==> src/rtl/fwb_scoreboard.sv <==
// FP writeback arbiter with a one-entry skid buffer and a long-latency pending-register scoreboard.
// Optional FWB_SAMECYCLE_CLEAR_EN: a register being written this cycle stops stalling issue immediately.
module fwb_scoreboard #(
  parameter int FLEN = 64
) (
  input  logic            clk,
  input  logic            reset,
  input  logic            IssueValid,
  input  logic            IssueLong,
  input  logic            IssueWrites,
  input  logic [4:0]      IssueRd,
  input  logic [4:0]      IssueRs1,
  input  logic [4:0]      IssueRs2,
  input  logic [4:0]      IssueRs3,
  input  logic [2:0]      IssueUsesRs,
  output logic            HazardStall,
  input  logic            PipeWe,
  input  logic [4:0]      PipeRd,
  input  logic [FLEN-1:0] PipeWd,
  input  logic            LongValid,
  input  logic [4:0]      LongRd,
  input  logic [FLEN-1:0] LongWd,
  output logic            LongReady,
  output logic            FRegWe,
  output logic [4:0]      FRegWAdr,
  output logic [FLEN-1:0] FRegWd
);

  logic [31:0]     busy_q;
  logic            buf_valid_q;
  logic [4:0]      buf_rd_q;
  logic [FLEN-1:0] buf_wd_q;

  logic            long_accept;
  logic            long_clear;
  logic [4:0]      clear_rd;
  logic [31:0]     clear_vec;
  logic [31:0]     set_vec;
  logic [31:0]     busy_view;
  logic            src_hit;

  // Valid/ready: a long result transfers in any cycle where LongValid & LongReady are both high;
  // the producer must hold LongValid/LongRd/LongWd stable until that cycle.
  assign LongReady   = ~buf_valid_q & ~reset;
  assign long_accept = LongValid & LongReady;

  // Write port priority: pipeline, then buffered long result, then direct long result.
  always_comb begin
    FRegWe     = 1'b0;
    FRegWAdr   = '0;
    FRegWd     = '0;
    long_clear = 1'b0;
    clear_rd   = '0;
    if (!reset) begin
      if (PipeWe) begin
        FRegWe   = 1'b1;
        FRegWAdr = PipeRd;
        FRegWd   = PipeWd;
      end else if (buf_valid_q) begin
        FRegWe     = 1'b1;
        FRegWAdr   = buf_rd_q;
        FRegWd     = buf_wd_q;
        long_clear = 1'b1;
        clear_rd   = buf_rd_q;
      end else if (long_accept) begin
        FRegWe     = 1'b1;
        FRegWAdr   = LongRd;
        FRegWd     = LongWd;
        long_clear = 1'b1;
        clear_rd   = LongRd;
      end
    end
  end

  assign clear_vec = long_clear ? (32'd1 << clear_rd) : 32'd0;

`ifdef FWB_SAMECYCLE_CLEAR_EN
  assign busy_view = busy_q & ~clear_vec;
`else
  assign busy_view = busy_q;
`endif

  assign src_hit = (IssueUsesRs[0] & busy_view[IssueRs1]) |
                   (IssueUsesRs[1] & busy_view[IssueRs2]) |
                   (IssueUsesRs[2] & busy_view[IssueRs3]);

  assign HazardStall = ~reset & IssueValid & (src_hit | (IssueWrites & busy_view[IssueRd]));

  assign set_vec = (IssueValid & ~HazardStall & IssueLong & IssueWrites) ?
                   (32'd1 << IssueRd) : 32'd0;

  // Set is OR'd after the clear so a same-cycle set on the same register wins.
  always_ff @(posedge clk) begin
    if (reset) begin
      busy_q      <= '0;
      buf_valid_q <= 1'b0;
      buf_rd_q    <= '0;
      buf_wd_q    <= '0;
    end else begin
      busy_q <= (busy_q & ~clear_vec) | set_vec;
      if (PipeWe && long_accept) begin
        buf_valid_q <= 1'b1;
        buf_rd_q    <= LongRd;
        buf_wd_q    <= LongWd;
      end else if (!PipeWe && buf_valid_q) begin
        buf_valid_q <= 1'b0;
      end
    end
  end

endmodule
==> config.mk <==
export PLATFORM = sky130hd
export DESIGN_NAME = fwb_scoreboard
export DESIGN_NICKNAME = d
export VERILOG_FILES = /design/src/rtl/fwb_scoreboard.sv
export SDC_FILE = /design/constraint.sdc
export NUM_CORES = 1
export LEC_CHECK = 0
export ABC_AREA = 1
export CAP_MARGIN = 20
export CORE_UTILIZATION = 55
export CTS_CLUSTER_SIZE = 40
export DETAILED_ROUTE_END_ITERATION = 8
export DONT_BUFFER_PORTS = 1
export PLACE_DENSITY_LB_ADDON = 0.2
export SLEW_MARGIN = 20
export SYNTH_ARGS = -nofsm -noshare
export SYNTH_HDL_FRONTEND = slang
export SYNTH_SLANG_ARGS = --single-unit
==> constraint.sdc <==
create_clock -name clk -period 3.15 [get_ports clk]
set_clock_uncertainty 0.05 [all_clocks]
set_input_delay 0.7875 -clock clk [delete_from_list [all_inputs] [get_ports clk]]
set_output_delay 0.7875 -clock clk [all_outputs]
set_load 0.02 [all_outputs]
==> qor_table.md, run 1 <==
| Item | This run |
|:---|:---|
| Cell at the root of the clock tree | clkbuf_16 |
| Worst hold path depth | 2 |
| Share of post-route cells with drive strength above 1 | 13.5% |
| Sequential cell area fraction in the yosys report | 28.8% |
| Number of buffer and inverter instances along the worst setup path | 3 |
| Initial standard-cell utilization of the core | 56.4% |
| Post-Route WL | 23200 um |
| Adder and majority cell fraction of the synthesized area | 0% |
| Clock insertion delay at the later pin of the skew report | 0.34 ns |
| Cell area after technology mapping | 7090 sq um |
| Portion of the clock cycle consumed by the worst path in the final layout | 93.9% |
| Register-to-register path setup slack | 0.74 ns |
| Total of endpoints with negative setup slack in the final report | 0 |
| Final cell area excluding filler cells | 7900 sq um |
| Detailed-route vias per instance | 6.03 |
| CTS tree | built |
| Worst vdd ir | 0.402 mV |
| Core Area | 12600 sq um |
| Largest net degree at the start of global routing | 141 |
| Weighted congestion reported at the end of routability-driven placement | 0.937 |
| Mapped Avg Cell Area | 6.07 sq um |
| Cell Pwr Density | 404 nW/um^2 |
| Maximum cell stage delay along the critical path | 0.41 ns |
| Initial antenna violation count | 2 |
| Instance count after placement with tap cells included | 1328 |
| Number of synthesized register bits | 102 |
| Post-cts gate resize count | 0 |
| Row Count | 41 |
| Via count of the first global-routing pass | 7157 |
| Final worst-path setup slack | 0.191 ns |
| Number of buffers on the longest clock path | 2 |
| Final min period | 2.96 ns |
| Global router's overall resource usage | 34.4% |
| Max-slew violation total from the final report | 0 |
| Top achievable clock speed | 338 MHz |
| Xor and xnor fraction of the mapped netlist area | 0% |
| Critical path data arrival time | 2.12 ns |
| Status | complete, no violations |
| Portion of netlist area occupied by mux cells | 0% |
| Distinct cells, synth | 26 |
| Data required time of the critical path | 2.31 ns |
| Congestion Overflow GR | 0 |
| Synthesized instance count | 1168 |
| Layout area overhead | 11.5% |
| Number of optimization iterations in the first detailed-route pass | 5 |
| Setup repair bufs after CTS | 0 |
| Compound-Gate Fraction of Synth Area | 24.7% |
| Cell at the slowest stage of the critical path | nor2_2 |
| Number of buffers created by CTS | 9 |
| Placement-stage worst setup slack | 0.247 ns |
| Startpoint Class | input pin |
| Worst hold path class | reg -> reg |
| Post-Syn Nets | 1336 |
| Most common cell type on the critical path | nand3_1 |
| Fraction of the mapped netlist area in simple logic gates | 38.1% |
| Nets | 1335 |
| DR WL/cell | 17.3 um |
| Crit-path max FO | 12 |
| Initial detailed-routing violation count | 797 |
| Critical-path cell list | clkinv_1 -> nor2_2 -> nand2_1 -> nand4_1 -> nand3_1 -> nand3_1 -> nand3_1 -> nand2_1 -> o21ai_4 -> inv_1 -> buf_4 |
| Number of top-level design ports | 240 |
| Endpoint class of the critical path | primary output |
| First-pass GRT wire length | 36100 um |
| Depth of the CTS H-tree | 3 |
| Tightest slew margin relative to the limit | 50.4% |
| CTS sink count | 102 |
| Unrepaired setup endpoints after global routing | no |
| Hold EP | buf_wd_q[56]$_SDFFE_PP0P_ |
| Input/output buffers | 0 |
| Warnings, synthesis | 0 |
| Gate family responsible for the most delay along the worst path | simple AND/OR/NAND/NOR gates |
| Final number of hold-violating endpoints | 0 |
| Startpoint-to-endpoint class of the critical path | in -> out |
| Quantity of hold-fixing buffers added after cts | 0 |
| Hold Path Origin | buf_wd_q[56]$_SDFFE_PP0P_ |
| Post-Place Cell Area | 7550 sq um |
| Height of the die | 116 um |
| Critical register-to-register path endpoint | busy_q[9]$_SDFF_PP0_ |
| Worst Hold Slack | 0.408 ns |
| Final HPWL DP | 15700 um |
| Final instance count without filler cells | 1346 |
| Measured slew at the worst slew-check pin | 0.744 ns |
| Total of max-cap violations | 0 |
| Critical R2R Launch | buf_valid_q$_SDFFE_PP0P_ |
| Via count | 8122 |
| Die width | 116 um |
| Area of the die | 13300 sq um |
| Length in cells of the worst reg-to-reg path | 8 |
| Leakage power of the design | 0.00283 uW |
| Detail Route Antenna Nets | 0 |
| Drc violations | 0 |
| Main combinational cell family by area after synthesis | simple AND/OR/NAND/NOR gates |
| Final setup TNS | 0 ns |
| Timing startpoint of the critical path | IssueRd[0] |
| Clock transition time at the flip-flop clock pins of the worst setup and hold paths | 0.08 ns |
==> worst min-delay path, delay by kind of cell, from the launching register on <==
kind | cells | cell delay [ns]
compound gates | 1 | 0.05
flops | 1 | 0.31
simple gates | 1 | 0.06
==> stage by stage <==
step	power (uW)	util [%]
floorplan	1820	-
global placement	1900	60.1
detailed placement	1910	60.1
CTS	3200	62.8
global route	3310	62.9
finish	3190	62.9
==> power breakdown <==
group          switching [uW]  total (uW)  internal [uW]
combinational             352         550            199
clock                     519        1300            783
sequential               18.7        1340           1320
==> Yosys cell counts (all sizes together) <==
cell type	number	area share, %
nand2	317	17
a21oi	231	17
nand3	218	17
dfxtp	102	29
o21ai	101	7.3
clkbuf	70	3.7
nor2	51	2.8
buf	29	2.9
inv	29	1.6
nand4	7	0.62
nand3b	4	0.42
nor4	4	0.35
clkinv	2	0.11
nor3	2	0.28
o31ai	1	0.11
==> logic make-up (layout without fill, tap and decap cells) <==
| kind of cell | after synthesis | after routing |
|---|---|---|
| simple gates | 603 | 603 |
| buf+inv | 130 | 134 |
| other cells | 0 | 2 |
| compound gates | 333 | 333 |
| flops | 102 | 102 |
==> final cells by class <==
type                            instances  area, sq um
Clock buffer                            9          225
Fill cell                            1246         4670
Clock inverter                          7          120
Inverter                               31          124
Antenna cell                            2         5.00
Sequential cell                       102         2040
Tap cell                              172          215
Timing Repair Buffer                   87          703
Multi-Input combinational cell        936         4460
==> cell usage in the layout (no fill, tap or decap) <==
master     Yosys  final
o31ai_1        1      1
nand3_1      198    198
inv_1         23     22
nor3_4         0      1
dfxtp_1      102    101
bufinv_16      0      3
nand3b_1       4      4
nand3_2       20     20
diode_2        0      2
inv_8          0      1
nor3_2         2      1
dfxtp_2        0      1
nor2_2         3      4
a21oi_1      212    212
buf_12         0      4
inv_2          3      3
nor4_1         4      4
clkinv_2       0      2
o21ai_1        1      1
clkinv_1       2      3
nand2_2        1      2
inv_4          3      3
inv_6          0      1
buf_4          6     83
a21oi_2       19     19
nor2_1        48     47
clkbuf_16      0      9
nand4_1        7      7
nand2_1      316    315
o21ai_0       99     99
o21ai_4        1      1
==> per-layer routing <==
| layer | track usage [%] | vias to the layer above | wire (um) |
|---|---|---|---|
| li1 | - | 3978 | - |
| met1 | 42.0 | 3633 | 8950 |
| met2 | 54.9 | 431 | 10800 |
| met3 | 10.9 | 80 | 2360 |
| met4 | 16.5 | 0 | 1090 |
| met5 | 0 | - | 0 |
==> state kept, by name (all words and copies together), names as in the netlist <==
signal / cells
buf_wd_q: 64
busy_q: 32
buf_rd_q: 5
buf_valid_q: 1
==> worst max path at each step <==
| stage | end | cells after the start |
|---|---|---|
| finish | HazardStall | 11 |
| CTS | HazardStall | 11 |
| global route | HazardStall | 11 |
| floorplan | FRegWd[10] | 6 |
| global placement | HazardStall | 11 |
| detailed placement | HazardStall | 11 |
(Power assumes the default switching activity.)
==> run 2: changes to the inputs <==
- PLACE_DENSITY: not set -> 0.82
- PLACE_DENSITY_LB_ADDON: 0.2 -> not set
- REMOVE_ABC_BUFFERS: not set -> 1
==> run 2 against run 1 <==
Effect of this change: sequential power about the same; count of clock-buffer cells in the layout grew 2; sequential cell count is the same; critical path depth unchanged; sequential share of layout area is 0.34 points higher; die area unchanged; worst hold slack better by 0.0020 ns; combinational power down 1%; clock power fell by 16%; total power is 6.8% lower; wire length decreased by 1.3%; largest cell class unchanged; highest routed layer unchanged.
==> qor_table.md, run 2 (synthesis results as in run 1) <==
| Item | This run |
|:---|:---|
| First-pass GRT wire length | 35000 um |
| Weighted congestion reported at the end of routability-driven placement | 0.972 |
| Final number of hold-violating endpoints | 0 |
| Post-Place Cell Area | 7510 sq um |
| Fill cell instance count of the final layout | 1208 |
| Largest register FFs | 64 |
| Congestion Overflow GR | 0 |
| Cell at the root of the clock tree | clkbuf_16 |
| Area of the die | 13300 sq um |
| Switching share of total power | 28.5% |
| Total of max-cap violations | 0 |
| Detailed-route vias per instance | 6.09 |
| Worst hold path depth | 2 |
| Final HPWL DP | 15500 um |
| Height of the die | 116 um |
| Crit-path max FO | 9 |
| Row Count | 41 |
| Layout area overhead | 10.0% |
| Worst hold path class | reg -> reg |
| Measured slew at the worst slew-check pin | 0.631 ns |
| Global router's overall resource usage | 33.2% |
| Initial standard-cell utilization of the core | 56.4% |
| Initial detailed-routing violation count | 709 |
| Clock transition time at the flip-flop clock pins of the worst setup and hold paths | 0.07 ns |
| Max-slew violation total from the final report | 0 |
| Input/output buffers | 0 |
| Cell Pwr Density | 381 nW/um^2 |
| Endpoint class of the critical path | primary output |
| Clock insertion delay at the later pin of the skew report | 0.34 ns |
| Final worst-path setup slack | 0.207 ns |
| Most used cells in the layout excluding fill and tap cells | 315 x nand2_1, 212 x a21oi_1, 198 x nand3_1 |
| Nets | 1330 |
| Placement-stage worst setup slack | 0.250 ns |
| Post-layout utilization of the core | 62.0% |
| Top flop regs | buf_wd_q: 64 flops, busy_q: 32 flops, buf_rd_q: 5 flops |
| Startpoint-to-endpoint class of the critical path | in -> out |
| CTS tree | built |
| Drc violations | 0 |
| Post-Route WL | 22900 um |
| Total of endpoints with negative setup slack in the final report | 0 |
| Psw | 847 uW |
| Via count of the first global-routing pass | 7000 |
| Initial antenna violation count | 1 |
| Die width | 116 um |
| Share of post-route cells with drive strength above 1 | 12.9% |
| Sequential power share | 45.0% |
| Depth of the CTS H-tree | 3 |
| Core Area | 12600 sq um |
| Post-cts gate resize count | 0 |
| Detail Route Antenna Nets | 0 |
| Critical path data arrival time | 2.11 ns |
| Number of buffers on the longest clock path | 2 |
| Number of top-level design ports | 240 |
| Internal Pwr Total | 2120 uW |
| Leakage power of the design | 0.00277 uW |
| Setup repair bufs after CTS | 0 |
| Top achievable clock speed | 340 MHz |
| Final cell area excluding filler cells | 7800 sq um |
| Quantity of hold-fixing buffers added after cts | 0 |
| Portion of the clock cycle consumed by the worst path in the final layout | 93.4% |
| Share of total power in combinational logic | 18.3% |
| Worst vdd ir | 0.289 mV |
| Unrepaired setup endpoints after global routing | no |
| Final min period | 2.94 ns |
| Largest net degree at the start of global routing | 141 |
| Status | complete, no violations |
| Data required time of the critical path | 2.31 ns |
| Register with the most flip-flops | buf_wd_q |
| DR WL/cell | 17.1 um |
| CTS sink count | 102 |
| Number of buffers created by CTS | 9 |
| Length in cells of the worst reg-to-reg path | 8 |
| Most frequent standard cell in the layout excluding fill and tap cells | nand2_1 |
| Tightest slew margin relative to the limit | 57.8% |
| Startpoint Class | input pin |
| Fraction of power consumed by the clock network | 36.7% |
| Number of optimization iterations in the first detailed-route pass | 7 |
| Via count | 8152 |
run 2: cell count changes in the layout (fill, tap and decap cells not counted), sizes merged:
cell    previous run  this run
buf               87        82
diode              2         1
clkbuf             9        11
bufinv             3         1
clkinv             5         6
inv               30        28
run 2: worst max-delay path: stages:
cell	delay, ns
inv_1	0.18
nand3_1	0.12
nand3_1	0.09
nand2_1	0.05
nand2_1	0.05
nand3_1	0.07
nand3_1	0.22
nand2_2	0.14
o21ai_4	0.18
inv_1	0.06
buf_4	0.15
run 2: layer usage:
layer | part of all wire (%) | GRT usage, % | wire length, um | vias up
met5 | 0 | 0 | 0 | -
met4 | 4.6 | 18.2 | 1060 | 0
met3 | 9.6 | 7.17 | 2200 | 68
met2 | 46 | 52.3 | 10500 | 409
met1 | 40 | 42.5 | 9130 | 3706
li1 | - | - | - | 3969
run 2: final cells by class:
type | instances | area (sq um) | area share [%]
Multi-Input combinational cell | 936 | 4460 | 57.3
Clock inverter | 4 | 48.8 | 0.626
Clock buffer | 11 | 233 | 2.99
Inverter | 31 | 124 | 1.59
Tap cell | 172 | 215 | 2.76
Timing Repair Buffer | 82 | 666 | 8.54
Antenna cell | 1 | 2.50 | 0.0321
Sequential cell | 102 | 2040 | 26.2
run 2: worst paths after layout:
path / startpoint / to / slack, ns
min: buf_wd_q[51]$_SDFFE_PP0P_ / buf_wd_q[51]$_SDFFE_PP0P_ / 0.41
max reg2reg: buf_valid_q$_SDFFE_PP0P_ / busy_q[13]$_SDFF_PP0_ / 0.85
max: IssueRs2[1] / HazardStall / 0.21
min reg2reg: buf_wd_q[51]$_SDFFE_PP0P_ / buf_wd_q[51]$_SDFFE_PP0P_ / 0.41
run 2: through the flow:
stage	hold slack [ns]	total power, uW	instances	TNS [ns]
after CTS	0.409	2970	1338	0
after global routing	0.420	3070	1339	0
final	0.410	2970	1339	0
after global placement	0.392	1900	1323	0
after floorplan	0.385	1730	1069	-508.19
after detailed placement	0.397	1900	1323	0
run 2: power by group through the flow:
stage | Sequential (uW) | Clock, uW | Combinational, uW
finish | 1340 | 1090 | 544
global route | 1340 | 1140 | 594
global placement | 1360 | 0 | 530
floorplan | 1370 | 0 | 362
CTS | 1340 | 1090 | 539
detailed placement | 1370 | 0 | 536
